**src/rtl/instr_fetch.sv**
```systemverilog
// instr_fetch: instruction fetch unit with a three-state sequencer (IDLE, FETCH, EXEC).
//
// Ports:
//   clk       sole clock, rising-edge active
//   rst       asynchronous active-low reset
//   done      controller finished the current instruction; advance the PC
//   en        controller requests a rewind of the PC to START_ADDR (wins over done)
//   mem_req   instruction memory read request, high for every FETCH cycle
//   mem_addr  instruction memory read address (always the PC)
//   mem_ack   memory read data valid this cycle
//   mem_data  instruction word from memory
//   fncode    instruction register driven to the controller
//   valid     fncode holds a fetched, unexecuted instruction
//   pc        current program counter
//   err       sticky fetch-timeout flag; only reset clears it
module instr_fetch #(
  parameter int unsigned        ADDR_W     = 8,
  parameter logic [ADDR_W-1:0]  START_ADDR = '0,
  parameter int unsigned        TIMEOUT    = 15
) (
  input  logic              clk,
  input  logic              rst,
  input  logic              done,
  input  logic              en,
  output logic              mem_req,
  output logic [ADDR_W-1:0] mem_addr,
  input  logic              mem_ack,
  input  logic [15:0]       mem_data,
  output logic [15:0]       fncode,
  output logic              valid,
  output logic [ADDR_W-1:0] pc,
  output logic              err
);

  localparam logic [1:0] S_IDLE  = 2'd0;
  localparam logic [1:0] S_FETCH = 2'd1;
  localparam logic [1:0] S_EXEC  = 2'd2;

  // The counter reaches TIMEOUT on the edge where it already holds TIMEOUT-1.
  localparam logic [7:0] TIMEOUT_LAST = 8'(TIMEOUT - 1);

  logic [1:0]        r_state;
  logic [ADDR_W-1:0] r_pc;
  logic [15:0]       r_fncode;
  logic              r_valid;
  logic [7:0]        r_wait;
  logic              r_err;

  logic [1:0]        w_state_d;
  logic [ADDR_W-1:0] w_pc_d;
  logic [15:0]       w_fncode_d;
  logic              w_valid_d;
  logic [7:0]        w_wait_d;
  logic              w_err_d;

  always_comb begin
    w_state_d  = r_state;
    w_pc_d     = r_pc;
    w_fncode_d = r_fncode;
    w_valid_d  = r_valid;
    w_wait_d   = r_wait;
    w_err_d    = r_err;
    case (r_state)
      S_IDLE: begin
        w_state_d = S_FETCH;
        w_wait_d  = '0;
      end
      S_FETCH: begin
        if (mem_ack) begin
          w_fncode_d = mem_data;
          w_valid_d  = 1'b1;
          w_state_d  = S_EXEC;
          w_wait_d   = '0;
        end else if (r_wait == TIMEOUT_LAST) begin
          // Flag the timeout but keep requesting: the fetch is retried.
          w_err_d  = 1'b1;
          w_wait_d = '0;
        end else begin
          w_wait_d = r_wait + 8'd1;
        end
      end
      S_EXEC: begin
        if (en) begin
          w_pc_d    = START_ADDR;
          w_valid_d = 1'b0;
          w_state_d = S_FETCH;
          w_wait_d  = '0;
        end else if (done) begin
          // Natural wrap modulo 2^ADDR_W; no flag on wrap.
          w_pc_d    = r_pc + ADDR_W'(1);
          w_valid_d = 1'b0;
          w_state_d = S_FETCH;
          w_wait_d  = '0;
        end
      end
      default: begin
        w_state_d = S_IDLE;
      end
    endcase
  end

  always_ff @(posedge clk or negedge rst) begin
    if (!rst) begin
      r_state  <= S_IDLE;
      r_pc     <= START_ADDR;
      r_fncode <= 16'h0000;
      r_valid  <= 1'b0;
      r_wait   <= 8'd0;
      r_err    <= 1'b0;
    end else begin
      r_state  <= w_state_d;
      r_pc     <= w_pc_d;
      r_fncode <= w_fncode_d;
      r_valid  <= w_valid_d;
      r_wait   <= w_wait_d;
      r_err    <= w_err_d;
    end
  end

  // Decoded from the state register so reset drops the request without a clock.
  assign mem_req  = (r_state == S_FETCH);
  assign mem_addr = r_pc;
  assign fncode   = r_fncode;
  assign valid    = r_valid;
  assign pc       = r_pc;
  assign err      = r_err;

endmodule

```
**config.mk**
```make
export PLATFORM = sky130hd
export DESIGN_NAME = instr_fetch
export DESIGN_NICKNAME = d
export VERILOG_FILES = /design/src/rtl/instr_fetch.sv
export SDC_FILE = /design/constraint.sdc
export NUM_CORES = 1
export LEC_CHECK = 0
export CORE_MARGIN = 2
export CORE_UTILIZATION = 48
export CTS_BUF_LIST = sky130_fd_sc_hd__clkbuf_8 sky130_fd_sc_hd__clkbuf_16
export DETAILED_ROUTE_END_ITERATION = 10
export GPL_TIMING_DRIVEN = 0
export PLACE_DENSITY = 0.93
export REMOVE_ABC_BUFFERS = 1
export SYNTH_ARGS = -nofsm -noshare
export SYNTH_HDL_FRONTEND = slang
export SYNTH_SLANG_ARGS = --single-unit
```
**constraint.sdc**
```tcl
create_clock -name clk -period 5 [get_ports clk]
set_input_delay 0.75 -clock clk [delete_from_list [all_inputs] [get_ports clk]]
set_output_delay 0.75 -clock clk [all_outputs]
set_load 0.1 [all_outputs]
```
-- After elaboration in Yosys (flattened, before gate mapping)
Cells that the tools add are included.
- add/sub/neg operators: 2
- equality and inequality tests: 5
- bitwise gates (word level): 1
- mux-type cells: 15
- reductions and logical operators: 10
- operators by type and width (cell ; count):
    $mux W8 ; 6
    $pmux W8 S3 ; 1
    $add A8 B1 Y8 const B ; 2
    $eq A8 B4 Y1 const B ; 1
    $reduce_and A2 Y1 ; 4
    $mux W2 ; 3
    $pmux W2 S3 ; 1
    $reduce_and A3 Y1 ; 2
    $reduce_bool A2 Y1 ; 2
    $mux W1 ; 3
    $ne A3 B3 Y1 const B ; 1
    $reduce_bool A3 Y1 ; 1
    $eq A2 B1 Y1 const B ; 1
    $eq A2 B2 Y1 const B ; 1
    $logic_not A2 Y1 ; 1
    $ne A2 B1 Y1 const B ; 1
    $pmux W1 S2 ; 1
    $not A1 Y1 ; 1
- input bits: 21
- bits in registers: 36
- output and inout port bits: 35

-- Longest topological paths before layout
Gate-level depths: netlist of the first run.
- depth after elaboration: 4
- mapped depth: 5
- mapped depth without buffers: 5

-- Worst setup path before layout of the first run
Ideal clock, no wire load.
- path type: register -> register
- start point: reg r_state[1]
- end point: reg r_fncode[0] (netlist: fncode[0])
- required time: 4.874 ns
- stages on the path, launching flop included: 5
- period minus slack after synthesis: 3.071 ns
- data arrival time: 2.945 ns
- setup slack: 1.929 ns
- path through: dfrtp_1 nor2b_1 nand2_1 buf_2 mux2_2
- cells in the longest elaborated chain, start to end: 2
- ends and longest elaborated chain (element ; line ; RTL):
    start, declared ; 42 ; logic [1:0] r_state;
    start signal, assigned ; 111 ; r_state <= w_state_d;
    $eq A2 B1 Y1 ; - ;
    net mem_req ; 25 ; output logic mem_req,
    $reduce_and A2 Y1 (no source line) ; - ;
    end signal, assigned ; 113 ; r_fncode <= w_fncode_d;
    end, declared ; 44 ; logic [15:0] r_fncode;
The timed path passes the listed nets, and every way through them passes these cells.
A chain may end at the register's enable or synchronous reset.

-- Worst setup path after layout of the first run
- start point: reg r_state[1]
- end point: out mem_req
- cells in the longest elaborated chain, start to end: 1
- ends and longest elaborated chain (element ; line ; RTL):
    $eq A2 B1 Y1 ; 121 ; assign mem_req = (r_state == S_FETCH);
    end, declared ; 25 ;
No other way between the ends.

==> out/results.ini, run 1 <==
[outcome]
status=completed

[clock_network]
tritoncts=done
clock_sinks=36
htree_levels=2
clock_path_buffers=2
clock-root-buffer=clkbuf_8
postCtsResizedCells=0
clk_pin_slew_worst_paths_ns=0.06
cts_made_buffers=5
insertion_delay_ns=0.28
cts-hold-fix-buffers=0
postCtsSetupRepairBufs=0

[floorplan]
die_x_um=62.6
start_util_pct=49.8
io_pins=56
core_area_um2=3310
die_area_um2=3920
num_rows=21
die_y_um=62.6

[worst_setup_path]
crit_family=buffers and inverters
crit_path_end_kind=output port
crit_arrival_ns=2.12
crit_chain=nor2b_1, clkdlybuf4s50_1
timing.rr.start=r_state[1]$_DFFE_PN0P_
cp-start-kind=flop
slowest_stage=clkdlybuf4s50_1
cp_data_required_time_ns=4.25
r2r_slack_ns=3.26
cp_max_fo=8
critPathBufInv=1
r2r_end=fncode[10]$_DFFE_PN0P_
path_class=reg2out
max_stage_delay_ns=1.16
rr_worst_depth=3

[timing]
setup_tns_ns=0
slew_violations=0
skew_ns=0.00503
max_slew_margin_pct=33.6
fmax_mhz=348
finalSetupViolations=0
rsz0062_at_grt=no
hold_ws_ns=0.480
period_share_pct=57.5
tightest_slew_ns=0.993
hold_viol=0
min_period_ns=2.87

[drt]
wl_mm=3.44
drc=0
drt_iter0_markers=44
ant_nets=0
detail_route.vias_per_cell=5.26
firstDrtPassIters=4
vias=1251
post_drt_wl_per_cell_um=14.5

[hold_path]
hold_class=reg2reg
hold_depth=1
worstHoldStart=err$_DFFE_PN0P_
hold_path_end=err$_DFFE_PN0P_

[global_route]
grt_pass1_wl_mm=5.83
grt_usage_pct=19.0
antenna_found_initial=0
grt_pass1_vias=1266
grt_overflow_total=0
grt_max_degree=37

[yosys]
seq_area_frac_synth_pct=54.6
synth_compound_area_share_pct=6.60
avgSynthCellArea_um2=11.5
synthSimpleGateAreaFrac_pct=13.7
ys_seq_elements=36
muxShareOfSynthArea_pct=11.6
ys_types=28
ys_warn_count=0
async_flop_share_pct=100
syn_inst=143
syn_area_um2=1650
ys.flop_type=dfrtp_1
synthXorXnorAreaFrac_pct=5.84
yosys.area_share.adder_pct=2.28
synth_top_family_by_area=simple AND/OR/NAND/NOR gates
synth_edf_count=0

[layout]
final_area_um2=2250
syn_to_final_growth_pct=36.3
drive_gt1_share_pct=13.5
final_cells=238
nets=218
diodes=0

[placed_design]
place_area_um2=2180
hpwl_mm=2.57
io_buffers=55
numPlacedInstances=233
place.gp.congestion=0.828

[job]
drv_cap=0

-- worst max-delay path by stage --
stage | start | depth (start not counted) | endpoint
2_1_floorplan | r_state[1]$_DFFE_PN0P_ | 3 | fncode[0]$_DFFE_PN0P_
3_3_place_gp | r_state[1]$_DFFE_PN0P_ | 2 | mem_req
3_5_place_dp | r_state[1]$_DFFE_PN0P_ | 2 | mem_req
4_1_cts | r_state[1]$_DFFE_PN0P_ | 2 | mem_req
5_1_grt | r_state[1]$_DFFE_PN0P_ | 2 | mem_req
6_report | r_state[1]$_DFFE_PN0P_ | 2 | mem_req
-- Yosys cell counts (2+ instances only) --
cell type	n	area share (%)
buf_2	2	0.61
xnor2_1	11	5.8
a21oi_1	5	1.5
ha_1	3	2.3
o21ai_0	3	0.91
mux2_2	17	12
nor2b_1	2	0.76
dfrtp_1	36	55
nor4_1	4	1.5
nand2_1	7	1.6
nor2_1	15	3.4
nand3_1	7	2.1
o31ai_1	2	0.91
a211oi_1	2	0.91
buf_4	8	3.6
nand4_1	3	1.1
and2_1	2	0.76
inv_1	4	0.91
-- state kept, by name (all words and copies together) (netlist names) --
signal    flops
fncode       16
mem_addr      8
r_wait        8
r_state       2
err           1
valid         1
-- cell type report --
cell class	count	area [µm²]
flip-flops and latches	36	901
inverters	4	15.0
well taps	46	57.6
fillers	228	1060
clock buffers	5	68.8
multi-input cells	92	659
repair buffers	55	546
-- routing by layer --
layer  wire (µm)  track usage [%]  vias up
met5           0                0        -
met4          67             8.33        0
met3         267             6.67        9
met2        1720             30.4       47
met1        1390             23.3      608
li1            -                -      587
-- kinds of logic after synthesis --
kind of cell	count (synthesis)
mux	17
compound gates	16
buf+inv	15
xor+xnor	11
flops	36
simple gates	45
fa+ha+maj	3
-- through the flow --
stage / util [%] / setup WS (ns)
finish: 67.9 / 2.13
global route: 67.9 / 2.04
CTS: 67.9 / 2.12
detailed placement: 65.8 / 2.43
global placement: 65.9 / 2.45
floorplan: - / 1.82
-- cells in the final DEF, fill, tap and decap left out, drive strengths merged, types with 3 or more instances in the layout --
| cell type | instances |
|---|---|
| clkdlybuf4s50 | 54 |
| a21oi | 6 |
| ha | 3 |
| nor2 | 15 |
| nand3 | 7 |
| nand4 | 3 |
| clkbuf | 5 |
| o21ai | 3 |
| inv | 4 |
| xnor2 | 11 |
| dfrtp | 36 |
| mux2 | 17 |
| nor4 | 4 |
| nand2 | 7 |
Power of run 1 is not shown: default switching activity piles up to over one toggle a cycle in this logic, so the estimate is an artifact.
==> inputs of run 2 (changes only) <==
Settings changed: CORE_UTILIZATION 48 to 45, PLACE_DENSITY 0.93 to 0.88.
Clock period 5 ns to 2.86 ns, I/O delays scaled along.
==> out/results.ini, run 2 (synthesis gave the netlist of run 1 again) <==
[outcome]
status=completed  ; unchanged

[layout]
final_common_cell=clkdlybuf4s50_1  ; unchanged
syn_to_final_growth_pct=38.6  ; was 36.3%
largest_reg_flops=16  ; unchanged
fin_util_pct=66.9  ; was 67.9%
drive_gt1_share_pct=14.4  ; was 13.5%
final_cell_mix=clkdlybuf4s50_1 (54), dfrtp_1 (36), mux2_2 (17)  ; unchanged
diodes=0  ; unchanged
nets=218  ; unchanged

[job]
drv_cap=0  ; unchanged

[timing]
skew_ns=0.00640  ; was 0.00503 ns
max_slew_margin_pct=32.6  ; was 33.6%
slew_violations=0  ; unchanged
rsz0062_at_grt=no  ; unchanged
hold_viol=0  ; unchanged
tightest_slew_ns=1.01  ; was 0.993 ns
min_period_ns=2.56
period_share_pct=89.7
fmax_mhz=390
finalSetupViolations=0  ; unchanged

[drt]
ant_nets=0  ; unchanged
detail_route.vias_per_cell=5.22  ; was 5.26
drt_iter0_markers=61  ; was 44
post_drt_wl_per_cell_um=15.5  ; was 14.5 µm
drc=0  ; unchanged
wl_mm=3.73  ; was 3.44 mm
firstDrtPassIters=4  ; unchanged
vias=1257  ; was 1251

[worst_setup_path]
rr_worst_depth=3  ; unchanged
timing.rr.start=r_state[1]$_DFFE_PN0P_  ; unchanged
crit_arrival_ns=2.14  ; was 2.12 ns
cp_data_required_time_ns=2.43  ; was 4.25 ns
crit_start=r_state[1]$_DFFE_PN0P_  ; unchanged
cp-start-kind=flop  ; unchanged
r2r_end=fncode[13]$_DFFE_PN0P_  ; was fncode[10]$_DFFE_PN0P_
cp_max_fo=8  ; unchanged
r2r_slack_ns=1.11  ; was 3.26 ns
max_stage_delay_ns=1.16  ; about the same
path_class=reg2out  ; unchanged
crit_path_end_kind=output port  ; unchanged
crit_chain=nor2b_1, clkdlybuf4s50_1  ; unchanged
slowest_stage=clkdlybuf4s50_1  ; unchanged

[floorplan]
die_x_um=64.5  ; was 62.6 µm
die_y_um=64.5  ; was 62.6 µm
die_area_um2=4160  ; was 3920 µm²
core_area_um2=3420  ; was 3310 µm²
num_rows=21  ; unchanged
io_pins=56  ; unchanged
start_util_pct=48.3  ; was 49.8%

[hold_path]
hold_class=in2async  ; was reg2reg

[global_route]
grt_max_degree=37  ; unchanged
grt_usage_pct=20.0  ; was 19.0%
grt_overflow_total=0  ; unchanged
antenna_found_initial=0  ; unchanged
grt_pass1_wl_mm=6.24  ; was 5.83 mm
grt_pass1_vias=1324  ; was 1266

[clock_network]
htree_levels=2  ; unchanged
clock-root-buffer=clkbuf_8  ; unchanged
cts_made_buffers=5  ; unchanged
postCtsResizedCells=0  ; unchanged
clock_path_buffers=2  ; unchanged
tritoncts=done  ; unchanged
insertion_delay_ns=0.29  ; was 0.28 ns
clock_sinks=36  ; unchanged
postCtsSetupRepairBufs=0  ; unchanged
cts-hold-fix-buffers=0  ; unchanged
clk_pin_slew_worst_paths_ns=0.06  ; about the same

[placed_design]
place.gp.congestion=0.769  ; was 0.828
io_buffers=55  ; unchanged
hpwl_mm=2.76  ; was 2.57 mm

## run 2: worst max path at each step
stage	end	slack, ns	depth (start not counted)
finish	mem_req	0.30	2
floorplan	fncode[0]$_DFFE_PN0P_	-0.32	3
detailed placement	mem_req	0.61	2
CTS	mem_req	0.29	2
global route	mem_req	0.25	2
global placement	mem_req	0.63	2
## run 2: metal layers
metal / vias up / track usage [%] / share of wire [%]
met1: 611 / 22.1 / 39
met4: 0 / 9.31 / 2.6
met5: - / 0 / 0
met3: 10 / 5.90 / 6.7
met2: 46 / 35.2 / 52
li1: 590 / - / -
## run 2: critical path: cells and delay by family, from the launching register on
family / cells / cell delay, ns
buffers and inverters: 1 / 1.16
DFF: 1 / 0.47
and+or+nand+nor: 1 / 0.22
## run 2: metrics by stage
step	instances	hold WS [ns]	TNS [ns]	setup slack [ns]	instance area, µm²
6_report	241	0.218	0	0.296	2290
3_5_place_dp	233	0.466	0	0.606	2180
4_1_cts	241	0.240	0	0.288	2290
5_1_grt	241	0.276	0	0.249	2290
3_3_place_gp	233	0.452	0	0.627	2180
2_1_floorplan	132	0.133	-5.20	-0.323	1580
## run 2: area by class of cell
| type | instances | area [µm²] |
|---|---|---|
| fill | 266 | 1130 |
| sequential | 36 | 901 |
| multi-input combinational | 92 | 659 |
| timing repair buffer | 55 | 546 |
| clock buffer | 5 | 68.8 |
| tap | 46 | 57.6 |
| clock inverter | 3 | 38.8 |
| inverter | 4 | 15.0 |
Power of run 2 is left out for the same reason.
